==> config.mk <==
export PLATFORM = sky130hd
export DESIGN_NAME = framebuf_ctrl_flat
export DESIGN_NICKNAME = d
export VERILOG_FILES = /design/src/rtl/framebuf_ctrl_if.sv /design/src/rtl/framebuf_ctrl.sv /design/src/flat_wrapper.sv
export SDC_FILE = /design/constraint.sdc
export NUM_CORES = 1
export LEC_CHECK = 0
export BUFFER_PORTS_ARGS = -buffer_cell sky130_fd_sc_hd__buf_2
export CELL_PAD_IN_SITES_DETAIL_PLACEMENT = 0
export CELL_PAD_IN_SITES_GLOBAL_PLACEMENT = 2
export CORE_UTILIZATION = 22
export DETAILED_ROUTE_END_ITERATION = 10
export MAX_ROUTING_LAYER = met4
export PLACE_DENSITY = 0.83
export SLEW_MARGIN = 10
export SYNTH_ARGS = -nofsm -noshare
export SYNTH_HDL_FRONTEND = slang
export SYNTH_SLANG_ARGS = --single-unit
export TNS_END_PERCENT = 10
==> constraint.sdc <==
create_clock -name CLK -period 1.56 [get_ports CLK]
set_input_delay 0.312 -clock CLK [delete_from_list [all_inputs] [get_ports CLK]]
set_output_delay 0.312 -clock CLK [all_outputs]
set_load 0.1 [all_outputs]
==> src/rtl/framebuf_ctrl_if.sv <==
// Write-side bus of the framebuffer controller: two write requesters, clear control and the RAM write port.
interface framebuf_ctrl_if #(
    parameter int ADDR_W = 9,
    parameter int DATA_W = 8
);
    logic              req0;
    logic              req1;
    logic [ADDR_W-1:0] addr0;
    logic [ADDR_W-1:0] addr1;
    logic [DATA_W-1:0] data0;
    logic [DATA_W-1:0] data1;
    logic              ack0;
    logic              ack1;
    logic              clear_req;
    logic              clear_busy;
    logic              ram_we;
    logic [ADDR_W-1:0] ram_waddr;
    logic [DATA_W-1:0] ram_din;

    modport master (
        output req0, req1, addr0, addr1, data0, data1, clear_req,
        input  ack0, ack1, clear_busy, ram_we, ram_waddr, ram_din
    );

    modport slave (
        input  req0, req1, addr0, addr1, data0, data1, clear_req,
        output ack0, ack1, clear_busy, ram_we, ram_waddr, ram_din
    );
endinterface

==> src/rtl/framebuf_ctrl.sv <==
// Round-robin write-port arbiter for the 512x8 framebuffer BRAM, with a sequential clear engine
// that is only built when FBCTRL_CLEAR_EN is defined.
module framebuf_ctrl #(
    parameter int                ADDR_W      = 9,
    parameter int                DATA_W      = 8,
    parameter int                CLEAR_DEPTH = 512,
    parameter logic [DATA_W-1:0] CLEAR_VALUE = 8'h00
) (
    input  logic           CLK,
    input  logic           RST_N,
    framebuf_ctrl_if.slave bus
);

`ifdef FBCTRL_CLEAR_EN
    typedef enum logic [1:0] {IDLE, WRITE, CLEAR} state_t;
    localparam logic [ADDR_W:0] LAST_ADDR = (ADDR_W+1)'(CLEAR_DEPTH - 1);
`else
    typedef enum logic {IDLE, WRITE} state_t;
`endif

    state_t            state_q, state_d;
    logic              ptr_q, ptr_d;
    logic              we_q, we_d;
    logic [ADDR_W-1:0] waddr_q, waddr_d;
    logic [DATA_W-1:0] din_q, din_d;
    logic              ack0_q, ack0_d;
    logic              ack1_q, ack1_d;
    logic              grant1;

`ifdef FBCTRL_CLEAR_EN
    logic              busy_q, busy_d;
    logic [ADDR_W:0]   cnt_q, cnt_d;
    logic [ADDR_W:0]   cntNext;

    assign cntNext = cnt_q + {{ADDR_W{1'b0}}, 1'b1};
`else
    logic              unusedClear;

    assign unusedClear = ^{bus.clear_req, CLEAR_VALUE, CLEAR_DEPTH[0]};
`endif

    // Requester 1 wins when it is alone, or when both contend and the pointer favours it.
    assign grant1 = bus.req1 && (!bus.req0 || ptr_q);

    always_comb begin
        state_d = state_q;
        ptr_d   = ptr_q;
        we_d    = 1'b0;
        waddr_d = waddr_q;
        din_d   = din_q;
        ack0_d  = 1'b0;
        ack1_d  = 1'b0;
`ifdef FBCTRL_CLEAR_EN
        busy_d  = 1'b0;
        cnt_d   = cnt_q;
`endif
        case (state_q)
            IDLE: begin
`ifdef FBCTRL_CLEAR_EN
                if (bus.clear_req) begin
                    state_d = CLEAR;
                    we_d    = 1'b1;
                    waddr_d = '0;
                    din_d   = CLEAR_VALUE;
                    busy_d  = 1'b1;
                    cnt_d   = '0;
                end else
`endif
                if (bus.req0 || bus.req1) begin
                    state_d = WRITE;
                    we_d    = 1'b1;
                    if (grant1) begin
                        ack1_d  = 1'b1;
                        waddr_d = bus.addr1;
                        din_d   = bus.data1;
                        ptr_d   = 1'b0;
                    end else begin
                        ack0_d  = 1'b1;
                        waddr_d = bus.addr0;
                        din_d   = bus.data0;
                        ptr_d   = 1'b1;
                    end
                end
            end
            WRITE: begin
                state_d = IDLE;
            end
`ifdef FBCTRL_CLEAR_EN
            // The counter holds the address currently on the RAM port; it restarts at zero on exit.
            CLEAR: begin
                if (cnt_q == LAST_ADDR) begin
                    state_d = IDLE;
                    cnt_d   = '0;
                end else begin
                    we_d    = 1'b1;
                    busy_d  = 1'b1;
                    cnt_d   = cntNext;
                    waddr_d = cntNext[ADDR_W-1:0];
                    din_d   = CLEAR_VALUE;
                end
            end
`endif
            default: begin
                state_d = IDLE;
            end
        endcase
    end

    always_ff @(posedge CLK or negedge RST_N) begin
        if (!RST_N) begin
            state_q <= IDLE;
            ptr_q   <= 1'b0;
            we_q    <= 1'b0;
            waddr_q <= '0;
            din_q   <= '0;
            ack0_q  <= 1'b0;
            ack1_q  <= 1'b0;
        end else begin
            state_q <= state_d;
            ptr_q   <= ptr_d;
            we_q    <= we_d;
            waddr_q <= waddr_d;
            din_q   <= din_d;
            ack0_q  <= ack0_d;
            ack1_q  <= ack1_d;
        end
    end

`ifdef FBCTRL_CLEAR_EN
    always_ff @(posedge CLK or negedge RST_N) begin
        if (!RST_N) begin
            busy_q <= 1'b0;
            cnt_q  <= '0;
        end else begin
            busy_q <= busy_d;
            cnt_q  <= cnt_d;
        end
    end

    assign bus.clear_busy = busy_q;
`else
    assign bus.clear_busy = 1'b0;
`endif

    assign bus.ram_we    = we_q;
    assign bus.ram_waddr = waddr_q;
    assign bus.ram_din   = din_q;
    assign bus.ack0      = ack0_q;
    assign bus.ack1      = ack1_q;

endmodule

==> src/flat_wrapper.sv <==
// flat-port wrapper written by rule: the top's interface ports become plain ports
module framebuf_ctrl_flat 
#(
    parameter int                ADDR_W      = 9,
    parameter int                DATA_W      = 8,
    parameter int                CLEAR_DEPTH = 512,
    parameter logic [DATA_W-1:0] CLEAR_VALUE = 8'h00
)
  (CLK, RST_N, bus_req0, bus_req1, bus_addr0, bus_addr1, bus_data0, bus_data1, bus_clear_req, bus_ack0, bus_ack1, bus_clear_busy, bus_ram_we, bus_ram_waddr, bus_ram_din);
  framebuf_ctrl_if #(.ADDR_W(ADDR_W), .DATA_W(DATA_W)) bus_i ();
  input  logic CLK;
  input  logic RST_N;
  input wire logic [$bits(bus_i.req0)-1:0] bus_req0;
  input wire logic [$bits(bus_i.req1)-1:0] bus_req1;
  input wire logic [$bits(bus_i.addr0)-1:0] bus_addr0;
  input wire logic [$bits(bus_i.addr1)-1:0] bus_addr1;
  input wire logic [$bits(bus_i.data0)-1:0] bus_data0;
  input wire logic [$bits(bus_i.data1)-1:0] bus_data1;
  input wire logic [$bits(bus_i.clear_req)-1:0] bus_clear_req;
  output wire logic [$bits(bus_i.ack0)-1:0] bus_ack0;
  output wire logic [$bits(bus_i.ack1)-1:0] bus_ack1;
  output wire logic [$bits(bus_i.clear_busy)-1:0] bus_clear_busy;
  output wire logic [$bits(bus_i.ram_we)-1:0] bus_ram_we;
  output wire logic [$bits(bus_i.ram_waddr)-1:0] bus_ram_waddr;
  output wire logic [$bits(bus_i.ram_din)-1:0] bus_ram_din;
  assign bus_i.req0 = bus_req0;
  assign bus_i.req1 = bus_req1;
  assign bus_i.addr0 = bus_addr0;
  assign bus_i.addr1 = bus_addr1;
  assign bus_i.data0 = bus_data0;
  assign bus_i.data1 = bus_data1;
  assign bus_i.clear_req = bus_clear_req;
  assign bus_ack0 = bus_i.ack0;
  assign bus_ack1 = bus_i.ack1;
  assign bus_clear_busy = bus_i.clear_busy;
  assign bus_ram_we = bus_i.ram_we;
  assign bus_ram_waddr = bus_i.ram_waddr;
  assign bus_ram_din = bus_i.ram_din;
  framebuf_ctrl #(.ADDR_W(ADDR_W), .DATA_W(DATA_W), .CLEAR_DEPTH(CLEAR_DEPTH), .CLEAR_VALUE(CLEAR_VALUE)) u_core (.CLK(CLK), .RST_N(RST_N), .bus(bus_i));
endmodule
==> results.txt, run 1 <==
----------------------------------------------------
[Route]
  Drt drc ... 0
  DR WL/cell ... between 10 and 15 µm
  Avg Vias per Cell ... 4.67
  Total detailed-routing wirelength ... 2.99 mm
  Antenna viol nets, final ... 0
  DR vias ... 1005
  First drt pass iteration count ... 4
  Count of routing violations after the opening detailed-route iteration ... 24

[Status]
  Status ... completed

[Layout]
  Layout net count ... 203
  Fillers ... 481
  Area overhead of the layout relative to synthesis ... 35.6%
  Footprint of the flip-flops and latches ... 527 µm²
  Combined area of the multi-input logic cells ... 395 µm²
  Antenna fix cells ... 0
  Fraction of layout instances using a drive strength above 1 ... 41.1%

[Clock tree]
  Number of sinks driven by the clock tree ... 21
  Worst-Skew Late Latency ... 0.25 ns
  Post-CTS Hold Fix Bufs ... 0
  Clock tree from TritonCTS ... yes
  Maximum clock path buffer count ... 2
  Depth of the CTS H-tree ... 1
  Number of clock buffers inserted by TritonCTS ... 3
  Clock slew at the register clock pins of the worst setup and hold paths ... 0.08 ns
  Root Driver ... clkbuf_8

[Global routing]
  First-pass GRT wire length ... 4.92 mm
  Global route total overflow ... 0
  Antenna violations before repair ... 0
  Number of global-route vias before repair ... roughly 1000
  Largest net degree at the start of global routing ... 22
  Global-route usage over all layers ... 12.9%

[Flow run]
  Total of max-cap violations ... 0

[Critical path]
  Endpoint required time on the critical path ... 1.70 ns
  Master of the slowest instance on the critical path ... nand2b_1
  Crit Reg-Reg Startpoint ... u_core.ptr_q
  Critical path class ... reg2reg
  Crit-path max cell delay ... 0.48 ns
  Crit-path max FO ... 18
  Critical path data arrival time ... 1.57 ns
  Critical path startpoint ... u_core.ptr_q
  CP cell instances ... nand2b_1 > a31oi_1 > a21oi_1
  Kind of capture point of the worst setup path ... register
  Kind of start point of the critical path ... register

[Yosys]
  Netlist cell types ... 15
  Cells after synthesis ... roughly 110
  Syn Nets ... between 100 and 150
  Synthesis-stage register bit count ... 21
  Post-Synthesis Cell Area ... 993 µm²
  Number of warnings printed during yosys synthesis ... 0
  Syn_area_per_cell ... 9.11 µm²
  Sequential cell area fraction in the yosys report ... 52.9%

[Placed design]
  # port buffers ... 57
  RD Place Congestion ... slightly below 0.8
  Placement Setup Slack ... -0.196 ns
  Estimated wirelength of the detail-placed design ... about 2.2 mm

[Floorplanning]
  Placement row count ... 24
  Die width ... about 69 µm
  Y dimension of the die ... between 60 and 70 µm
  Top-level port count ... 60
  Die Outline Area ... approximately 4800 µm²
  Core area ... 4350 µm²
  Starting density of the core ... between 20% and 30%

[STA]
  Post-layout min period ... 1.43 ns
  Crit share post-route ... 92.0%
  RSZ-0062 raised after global routing ... no
  Pins Over Slew Limit ... 0
  Final worst clock skew ... 0.00632 ns
  Least setup slack across all paths after layout ... 0.125 ns
  Summed negative setup slack over all endpoints ... 0 ns
  Peak Freq ... 697 MHz
  Worst slack on hold paths ... about 0.0019 ns
  Transition time at the pin with the least slew margin ... 0.731 ns
  Headroom to the max-slew limit ... 51.3%
  Number of setup violations in the final report ... 0
  Final Hold Viols ... 0

[Min path]
  Worst hold-check path type ... in2async

[Pwr]
  Power density over the cells ... 1680 nW/µm²
  Maximum vdd drop ... 0.000445 V
  Cell leakage power ... ~0.63 nW

----------------------------------------------------
## what timing repair did
action,CTS,global route
endpoints found under the hold margin,0,0
buffers inserted,0,0
gates resized for setup,1,0
setup endpoints to repair,19,0
## flip-flops by register name, indices dropped and copies added (netlist names)
signal / cells
u_core.bus.ack0: 1
u_core.bus.ack1: 1
u_core.ptr_q: 1
u_core.bus.ram_waddr: 9
u_core.state_q: 1
u_core.bus.ram_din: 8
## through the flow
step                      util (%)  instances  power [W]  cell area (µm²)
after floorplan                  -        109    0.00171              995
after detailed placement      29.9        211    0.00194             1300
after global placement        29.9        211    0.00192             1300
after global routing          30.9        215    0.00237             1350
after CTS                     30.9        215    0.00228             1350
final                         30.9        215    0.00227             1350
## cells by family after synthesis
group | Yosys count | share of synthesized area [%]
buffers and inverters | 12 | 7.56
DFF | 21 | 52.9
and+or+nand+nor | 22 | 8.94
other | 1 | 0.377
AOI/OAI and AO/OA | 53 | 30.2
## critical path, delay by kind of cell, from the launching register on
kind / cells / cell delay (ns)
AOI/OAI and AO/OA: 2 / 0.42
DFF: 1 / 0.40
and+or+nand+nor: 1 / 0.48
## layout by cell type, fill, tap and decap left out, drive strengths merged, types with 2 or more instances in the layout
cell type  synthesis  layout
dfrtp             21      21
o21ai             17      17
a21oi             18      18
nor2              19      19
inv                2       2
a31oi             17      17
buf               10      60
clkbuf             0       4
## layer usage
layer  track usage, %  part of all wire, %
met5                -                    0
met1             17.2                   46
met3             2.62                  6.4
met4             2.04                 0.20
met2             20.7                   47
## power breakdown
group | switching, W | internal (W)
Sequential | 0.0000557 | 0.000654
Clock | 0.000167 | 0.000181
Combinational | 0.00101 | 0.000194
Total | 0.00124 | 0.00103
## final timing paths
path,slack [ns],depth (start not counted),end
max,0.13,3,u_core.bus.ram_din[6]
min,0.002,1,u_core.bus.ram_waddr[2]
max reg2reg,0.13,3,u_core.bus.ram_din[6]
min reg2reg,0.48,1,u_core.bus.ack1
max in group asynchronous,1.21,1,u_core.state_q
min in group CLK,0.31,3,u_core.bus.ram_din[5]
## synth_stat cells
library cell | count | area [µm²]
dfrtp_1 | 21 | 526
nor2_1 | 19 | 71.3
a21oi_1 | 18 | 90.1
a31oi_1 | 17 | 106
o21ai_0 | 17 | 85.1
buf_2 | 6 | 30.0
buf_4 | 2 | 15.0
buf_6 | 2 | 22.5
conb_1 | 1 | 3.75
inv_1 | 1 | 3.75
inv_2 | 1 | 3.75
nand2b_1 | 1 | 6.26
nor2b_1 | 1 | 6.26
nor3_1 | 1 | 5.00
o21bai_4 | 1 | 18.8
## final cells by class
class | count | area share [%]
sequential | 21 | 39.1
multi-input combinational | 76 | 29.3
timing repair buffer | 60 | 22.8
tap | 52 | 4.83
clock buffer | 4 | 3.34
inverter | 2 | 0.557
Power figures use the tool's default switching activity.
==> inputs of run 2 (changes only) <==
Settings changed: SETUP_SLACK_MARGIN from default to 0.3.
==> results.txt, run 2 (synthesized netlist as in run 1, its figures left out) <==
----------------------------------------------------
[Pwr]
  Maximum vdd drop ... 0.000608 V
  Power after layout ... 0.00237 W
  Fraction of power consumed by the clock network ... 15.1%
  Internal power component ... 0.00111 W
  Fraction of power spent switching nets ... 53.3%
  Fraction of power consumed by combinational cells ... 54.5%
  Reported net switching power ... 0.00127 W
  Power density over the cells ... 1650 nW/µm²
  Cell leakage power ... approximately 0.66 nW
  Sequential fraction of design power ... between 30% and 40%

[Clock tree]
  Number of sinks driven by the clock tree ... 21
  Worst-Skew Late Latency ... 0.26 ns
  Clock slew at the register clock pins of the worst setup and hold paths ... 0.08 ns
  Number of buffers inserted to repair setup after CTS ... 0
  Depth of the CTS H-tree ... 1
  Root Driver ... clkbuf_8
  Clock tree from TritonCTS ... yes
  Maximum clock path buffer count ... 2
  Number of clock buffers inserted by TritonCTS ... 3

[STA]
  Final worst clock skew ... 0.00477 ns
  Pins Over Slew Limit ... 0
  Final Hold Viols ... 0
  Transition time at the pin with the least slew margin ... 0.537 ns
  Crit share post-route ... about 83%
  Peak Freq ... roughly 770 MHz
  Headroom to the max-slew limit ... 64.2%
  Number of setup violations in the final report ... 0
  Worst slack on hold paths ... 0.00643 ns
  RSZ-0062 raised after global routing ... yes
  Post-layout min period ... 1.29 ns

[Critical path]
  Critical path class ... reg2out
  Kind of start point of the critical path ... register
  Crit-path max cell delay ... 0.48 ns
  R2r worst-path depth ... 4
  Endpoint required time on the critical path ... ~1.3 ns
  WP buf/inv ... 1
  Crit Reg-Reg Startpoint ... u_core.state_q
  Crit-path max FO ... 3
  Reg-to-reg critical path endpoint ... u_core.bus.ram_din[3]
  R2R Setup Slk ... approximately 0.29 ns
  Kind of capture point of the worst setup path ... output pin
  Master of the slowest instance on the critical path ... dfrtp_4
  Critical path data arrival time ... 0.98 ns
  Kind of cell with the highest combined delay on the critical path ... flip-flops
  CP cell instances ... buf_4

[Route]
  Avg Vias per Cell ... 4.76
  Count of routing violations after the opening detailed-route iteration ... 47
  Drt drc ... 0
  DR vias ... 1034
  First drt pass iteration count ... 6
  Antenna viol nets, final ... 0
  Total detailed-routing wirelength ... 3.11 mm
  DR WL/cell ... approximately 14 µm

[Layout]
  Highest-count cells in the layout ignoring fill and taps ... 37 x buf_2, 20 x dfrtp_1, 19 x nor2_1
  Share of the core filled with cells ... 33.1%
  Filler-free cell count of the finished design ... about 220
  Fillers ... 461
  Fraction of layout instances using a drive strength above 1 ... approximately two fifths
  Flip-flop count of the largest register, all copies and words added ... 9
  Most common cell after layout, fill and taps aside ... buf_2
  Antenna fix cells ... 0
  Layout net count ... between 200 and 250
  Area overhead of the layout relative to synthesis ... 45.2%

[Global routing]
  First-pass GRT wire length ... 5.00 mm
  Number of global-route vias before repair ... 1032
  Global-route usage over all layers ... 13.3%
  Antenna violations before repair ... 0
  Largest net degree at the start of global routing ... 22
  Global route total overflow ... 0

[Floorplanning]
  Die Outline Area ... 4790 µm²
  Placement row count ... 24
  Die width ... between 60 and 70 µm
  Top-level port count ... 60
  Starting density of the core ... between 20% and 30%
  Y dimension of the die ... 69.2 µm
  Core area ... 4350 µm²

[Status]
  Status ... completed

[Placed design]
  Estimated wirelength of the detail-placed design ... about 2.3 mm
  RD Place Congestion ... approximately 0.76
  # port buffers ... 57
  Post-placement cell count ... 213

[Min path]
  Worst hold-check path type ... in2async

[Flow run]
  Total of max-cap violations ... 0

----------------------------------------------------
run 2: timing repair:
action | 4_1_cts | 5_1_grt
endpoints found under the setup margin | 39 | 38
pin swaps | 0 | 0
hold buffers | 0 | 0
resized for setup | 4 | 22
run 2: worst max path at each step:
stage | from | endpoint | slack, ns | cells past startpoint
6_report | u_core.state_q | bus_ram_we | 0.27 | 1
5_1_grt | u_core.state_q | u_core.bus.ram_waddr[0] | 0.21 | 4
4_1_cts | u_core.bus.ram_din[1] | bus_ram_din[1] | 0.19 | 1
3_5_place_dp | bus_req0 | u_core.bus.ram_din[3] | -0.27 | 4
3_3_place_gp | bus_req0 | u_core.bus.ram_din[4] | -0.15 | 4
2_1_floorplan | u_core.state_q | u_core.bus.ram_din[0] | 0.21 | 5
run 2: area by class of cell:
class                           instances  area [µm²]  area share, %
Timing Repair Buffer                   62         393           27.2
Inverter                                2        10.0          0.694
Multi-Input combinational cell         76         400           27.8
Sequential cell                        21         529           36.7
Clock buffer                            4        45.0           3.12
Tap cell                               52        65.1           4.51
run 2: power by group through the flow:
stage / combinational (W) / clock [W] / sequential (W)
after global routing: 0.00135 / 0.000391 / 0.000739
after detailed placement: 0.00124 / 0 / 0.000725
after floorplan: 0.000230 / 0 / 0.00149
after CTS: 0.00125 / 0.000373 / 0.000718
after global placement: 0.00122 / 0 / 0.000720
final: 0.00129 / 0.000358 / 0.000722
run 2: through the flow:
step / TNS (ns) / cell area [µm²] / setup WS (ns)
floorplan: 0 / 1000 / 0.208
global placement: -2.48 / 1330 / -0.153
detailed placement: -3.76 / 1330 / -0.266
CTS: 0 / 1390 / 0.190
global route: 0 / 1440 / 0.209
finish: 0 / 1440 / 0.268
run 2: layer usage:
metal,vias to the layer above,part of all wire (%),track usage (%)
li1,496,-,-
met1,490,45,16.8
met2,46,48,21.5
met3,2,6.6,3.49
met4,0,0.23,2.72
met5,-,0,-
